--- src/rtl/reg_bus_master.sv ---
// Initiator for the 12-bit address / 32-bit data register bus: turns one local
// command into a write (setup / byte-lane strobe / hold) or a read (setup / wait / sample).
module reg_bus_master #(
    parameter int SETUP_CYC   = 2,
    parameter int STROBE_CYC  = 2,
    parameter int HOLD_CYC    = 1,
    parameter int RD_WAIT_CYC = 3
) (
    input  logic        clk,
    input  logic        reset,
    input  logic        cmdValid,
    output logic        cmdReady,
    input  logic        cmdWrite,
    input  logic [11:0] cmdAddr,
    input  logic [31:0] cmdData,
    input  logic [3:0]  cmdBe,
    output logic        rspValid,
    input  logic        rspReady,
    output logic [31:0] rspData,
    output logic        busy,
    output logic [11:0] addr,
    output logic [31:0] dataOut,
    input  logic [31:0] dataIn,
    output logic        cs,
    output logic        wr0,
    output logic        wr1,
    output logic        wr2,
    output logic        wr3
);

    localparam logic [3:0] SETUP_LD  = 4'(SETUP_CYC - 1);
    localparam logic [3:0] STROBE_LD = 4'(STROBE_CYC - 1);
    localparam logic [3:0] HOLD_LD   = 4'(HOLD_CYC - 1);
    localparam logic [3:0] RDWAIT_LD = 4'(RD_WAIT_CYC - 1);

    typedef enum logic [2:0] {
        ST_IDLE,
        ST_SETUP,
        ST_STROBE,
        ST_HOLD,
        ST_RDWAIT,
        ST_RESP
    } state_t;

    state_t      r_state;
    state_t      w_state_next;
    logic [3:0]  r_cnt;
    logic [3:0]  w_cnt_next;
    logic        w_cnt_done;

    logic        r_write;
    logic [3:0]  r_be;
    logic [11:0] r_addr;
    logic [31:0] r_data_out;
    logic        r_cs;
    logic [3:0]  r_wr;
    logic        r_rsp_valid;
    logic [31:0] r_rsp_data;

    logic        w_accept;
    logic        w_capture;
    logic        w_cs_next;
    logic [3:0]  w_wr_next;

    assign w_cnt_done = (r_cnt == 4'd0);
    assign w_accept   = (r_state == ST_IDLE) && cmdValid;
    assign w_capture  = (r_state == ST_RDWAIT) && w_cnt_done;

    // State register
    always_ff @(posedge clk or posedge reset) begin
        if (reset) begin
            r_state <= ST_IDLE;
            r_cnt   <= 4'd0;
        end else begin
            r_state <= w_state_next;
            r_cnt   <= w_cnt_next;
        end
    end

    // Next state; the counter reloads with the new state's length on every transition
    always_comb begin
        w_state_next = r_state;
        case (r_state)
            ST_IDLE:   if (cmdValid)   w_state_next = ST_SETUP;
            ST_SETUP:  if (w_cnt_done) w_state_next = r_write ? ST_STROBE : ST_RDWAIT;
            ST_STROBE: if (w_cnt_done) w_state_next = ST_HOLD;
            ST_HOLD:   if (w_cnt_done) w_state_next = ST_IDLE;
            ST_RDWAIT: if (w_cnt_done) w_state_next = ST_RESP;
            ST_RESP:   if (rspReady)   w_state_next = ST_IDLE;
            default:                   w_state_next = ST_IDLE;
        endcase

        w_cnt_next = r_cnt;
        if (w_state_next != r_state) begin
            case (w_state_next)
                ST_SETUP:  w_cnt_next = SETUP_LD;
                ST_STROBE: w_cnt_next = STROBE_LD;
                ST_HOLD:   w_cnt_next = HOLD_LD;
                ST_RDWAIT: w_cnt_next = RDWAIT_LD;
                default:   w_cnt_next = 4'd0;
            endcase
        end else if (!w_cnt_done) begin
            w_cnt_next = r_cnt - 4'd1;
        end
    end

    // Bus outputs are decoded from the upcoming state so the flops line up with it
    always_comb begin
        w_cs_next = (w_state_next == ST_SETUP)  || (w_state_next == ST_STROBE) ||
                    (w_state_next == ST_HOLD)   || (w_state_next == ST_RDWAIT);
        w_wr_next = (w_state_next == ST_STROBE) ? r_be : 4'b0000;
    end

    always_ff @(posedge clk or posedge reset) begin
        if (reset) begin
            r_write     <= 1'b0;
            r_be        <= 4'b0000;
            r_addr      <= 12'd0;
            r_data_out  <= 32'd0;
            r_cs        <= 1'b0;
            r_wr        <= 4'b0000;
            r_rsp_valid <= 1'b0;
            r_rsp_data  <= 32'd0;
        end else begin
            r_cs        <= w_cs_next;
            r_wr        <= w_wr_next;
            r_rsp_valid <= (w_state_next == ST_RESP);
            if (w_accept) begin
                r_addr  <= cmdAddr;
                r_write <= cmdWrite;
                r_be    <= cmdBe;
                if (cmdWrite) begin
                    r_data_out <= cmdData;
                end
            end
            if (w_capture) begin
                r_rsp_data <= dataIn;
            end
        end
    end

    assign cmdReady = (r_state == ST_IDLE);
    assign busy     = (r_state != ST_IDLE);
    assign rspValid = r_rsp_valid;
    assign rspData  = r_rsp_data;
    assign addr     = r_addr;
    assign dataOut  = r_data_out;
    assign cs       = r_cs;
    assign wr0      = r_wr[0];
    assign wr1      = r_wr[1];
    assign wr2      = r_wr[2];
    assign wr3      = r_wr[3];

endmodule
--- config.mk ---
export PLATFORM = sky130hd
export DESIGN_NAME = reg_bus_master
export DESIGN_NICKNAME = d
export VERILOG_FILES = /design/src/rtl/reg_bus_master.sv
export SDC_FILE = /design/constraint.sdc
export NUM_CORES = 1
export LEC_CHECK = 0
export ABC_AREA = 0
export CAP_MARGIN = 10
export CORE_UTILIZATION = 42
export DETAILED_ROUTE_END_ITERATION = 10
export PLACE_DENSITY = 0.8
export SETUP_SLACK_MARGIN = 0.5
export SYNTH_ARGS = -nofsm -noshare
export SYNTH_HDL_FRONTEND = slang
export SYNTH_SLANG_ARGS = --single-unit
export TNS_END_PERCENT = 100
--- constraint.sdc ---
create_clock -name clk -period 3.9 [get_ports clk]
set_input_delay 1.17 -clock clk [delete_from_list [all_inputs] [get_ports clk]]
set_output_delay 1.17 -clock clk [all_outputs]
set_load 0.01 [all_outputs]
==> out/results.txt <==
Post-layout util -> 66.3%
Worst vdd ir -> 0.000389 V
Worst Path Buf+Inv -> 1
Worst-Margin Slew -> 0.777 ns
Row Count -> 34
Critical Path AT -> 1.79 ns
Top FF cell, synth -> dfrtp_1
Fin crit period -> 2.96 ns
Crit path max fanout -> 17
Post-Syn Instances -> 265
FF+latch count, synth -> 94
Fin crit share -> 75.9%
Gr usage total -> 18.6%
Post-CTS Setup Bufs -> 0
Ant. Diodes -> 0
Pwr dens -> 791 nW/um^2
Final wirelength -> 8.89 mm
Layout Nets -> 519
Critical Path Sink Type -> output port
Clock Pin Slew Worst Setup and Hold Paths -> 0.09 ns
Worst min path class -> flip-flop to flip-flop
Element type at the critical path start -> flip-flop
Syn nets -> 351
Critical Path RT -> 2.73 ns
First-pass GRT wire length -> 14.0 mm
IO Port Bufs -> 168
Sink Count -> 94
Layout cells sized above 1 -> 23.5%
Synth top area cells -> dfrtp_1 60%, mux2_2 13%, mux2_4 11%
TritonCTS clock tree -> done
Count of cell types in the netlist -> 40
CTS-repair resized insts -> 0
Cell area after synthesis -> 3940 um^2
Post-synthesis sequential area ratio -> 59.7%
Initial Util -> 44.3%
DRC Markers -> 0
Clk_skew -> 0.0181 ns
Worst-path cell chain -> nor3_4 -> clkdlybuf4s50_1
Static leakage -> 0.00256 uW
Top cell type's share of synthesized area -> 59.7%
ANT nets after route -> 0
Yosys warnings -> 0
Die ar. -> 9770 um^2
DR WL/cell -> 16.3 um
Max incr delay on CP -> 0.59 ns
Final Max Tran Viols -> 0
Synth area leader -> dfrtp_1
Max-cap viol count -> 0
RSZ-0062 raised after global routing -> false
Initial drt markers -> 82
Number of global-route vias before repair -> 2806
Largest net degree at the start of global routing -> 60
Setup TNS -> 0 ns
Cts hold-fix bufs -> 0
Family with the most delay on the worst path -> flip-flops
Post-synth EDFFs -> 0
Chip width -> 98.9 um
I/O pin total -> 169
Slew margin rel. -> 48.1%
Mean Syn Cell Area -> 14.9 um^2
Final setup fails -> 0
Via count -> 2700
Top-count cell post-synth -> dfrtp_1
Gr ovfl total -> 0
Root Driver -> clkbuf_8
H-tree Lvls -> 3
Power, Total -> 4660 uW
Area of placed instances -> 5700 um^2
Initial antenna violation count -> 0
Worst-Skew Late Latency -> 0.36 ns
Core area -> 8890 um^2
Post-DR vias/cell -> 4.95
Total CTS buffers -> 9
CTS max path bufs -> 2
DRT Pass-1 Iters -> 4
F_max -> 338 MHz
Critical path type -> flip-flop to output port
Fin. Hold Viols -> 0
Most frequent cells after synthesis -> 94 x dfrtp_1, 47 x mux2_2, 29 x mux2_4, 11 x inv_1, 10 x nor3_1
Final RePlAce weighted congestion -> 0.757
Die Span Y -> 98.9 um
Design Area, Final -> 5900 um^2
Async set-or-reset flop fraction in the synthesized netlist -> 100%
Half-perimeter wire length after placement -> 6.53 mm
Status -> finished clean
CP max stage cell -> dfrtp_1
Synthesis-to-finish area growth -> 49.7%
-- layer usage --
metal | vias to the layer above | track usage (%) | share of wire [%]
met5 | - | 0 | 0
li1 | 1260 | - | -
met3 | 13 | 6.38 | 9.9
met2 | 137 | 30.1 | 47
met1 | 1290 | 23.1 | 42
met4 | 0 | 7.12 | 1.8
-- power by group --
group | total, uW | switching (uW) | internal [uW]
Combinational | 2280 | 841 | 1440
Sequential | 1750 | 303 | 1450
Clock | 631 | 379 | 253
-- final cells by class --
| type | count | area (um^2) |
|---|---|---|
| fill | 668 | 2990 |
| sequential | 94 | 2350 |
| timing repair buffer | 171 | 1720 |
| multi-input combinational | 145 | 1450 |
| tap | 108 | 135 |
| clock buffer | 9 | 124 |
| clock inverter | 7 | 75.1 |
| inverter | 12 | 48.8 |
-- cells by family after synthesis --
group | synth area share, %
AOI/OAI and AO/OA | 4.38
DFF | 59.7
muxes | 25.2
buffers and inverters | 3.59
adders and majority gates | 0.318
and+or+nand+nor | 6.76
-- metrics by stage --
| stage | hold WS [ns] | std cells | setup WS (ns) |
|---|---|---|---|
| finish | 0.510 | 546 | 0.941 |
| detailed placement | 0.491 | 530 | 1.03 |
| global placement | 0.485 | 530 | 1.08 |
| global route | 0.527 | 546 | 0.861 |
| floorplan | 0.478 | 265 | 1.62 |
| CTS | 0.514 | 546 | 0.921 |
-- layout by cell type, fill, tap and decap left out, types with 2 or more instances in the layout --
cell	count
inv_1	10
dfrtp_1	94
nand2_1	6
clkinvlp_4	2
nor2b_1	3
nand2b_1	4
inv_8	3
nor2_1	4
buf_4	2
mux2_2	47
clkdlybuf4s50_1	168
nor3_1	10
mux2i_1	3
clkinv_4	2
mux2_4	29
a21oi_1	7
nor3b_1	2
clkbuf_8	9
o21ai_0	8
-- final timing paths --
check	depth (start not counted)	startpoint	endpoint	slack, ns
min in group asynchronous	2	reset	dataOut[24]$_DFFE_PP0P_	1.29
hold / removal	1	rspData[16]$_DFFE_PP0P_	rspData[16]$_DFFE_PP0P_	0.51
hold reg to reg	1	rspData[16]$_DFFE_PP0P_	rspData[16]$_DFFE_PP0P_	0.51
setup reg to reg	6	r_cnt[0]$_DFFE_PP0P_	r_wr[1]$_DFF_PP0_	1.63
setup / recovery	2	r_state[2]$_DFF_PP0_	cmdReady	0.94
max in group asynchronous	3	reset	r_be[0]$_DFFE_PP0P_	1.85
-- sequential cells by signal, indices dropped and copies added, names as in the netlist --
register,flops
addr,12
cs,1
dataOut,32
r_be,4
r_cnt,4
r_state,3
r_wr,4
r_write,1
rspData,32
rspValid,1
No activity file was read; power rests on OpenSTA's default activity.
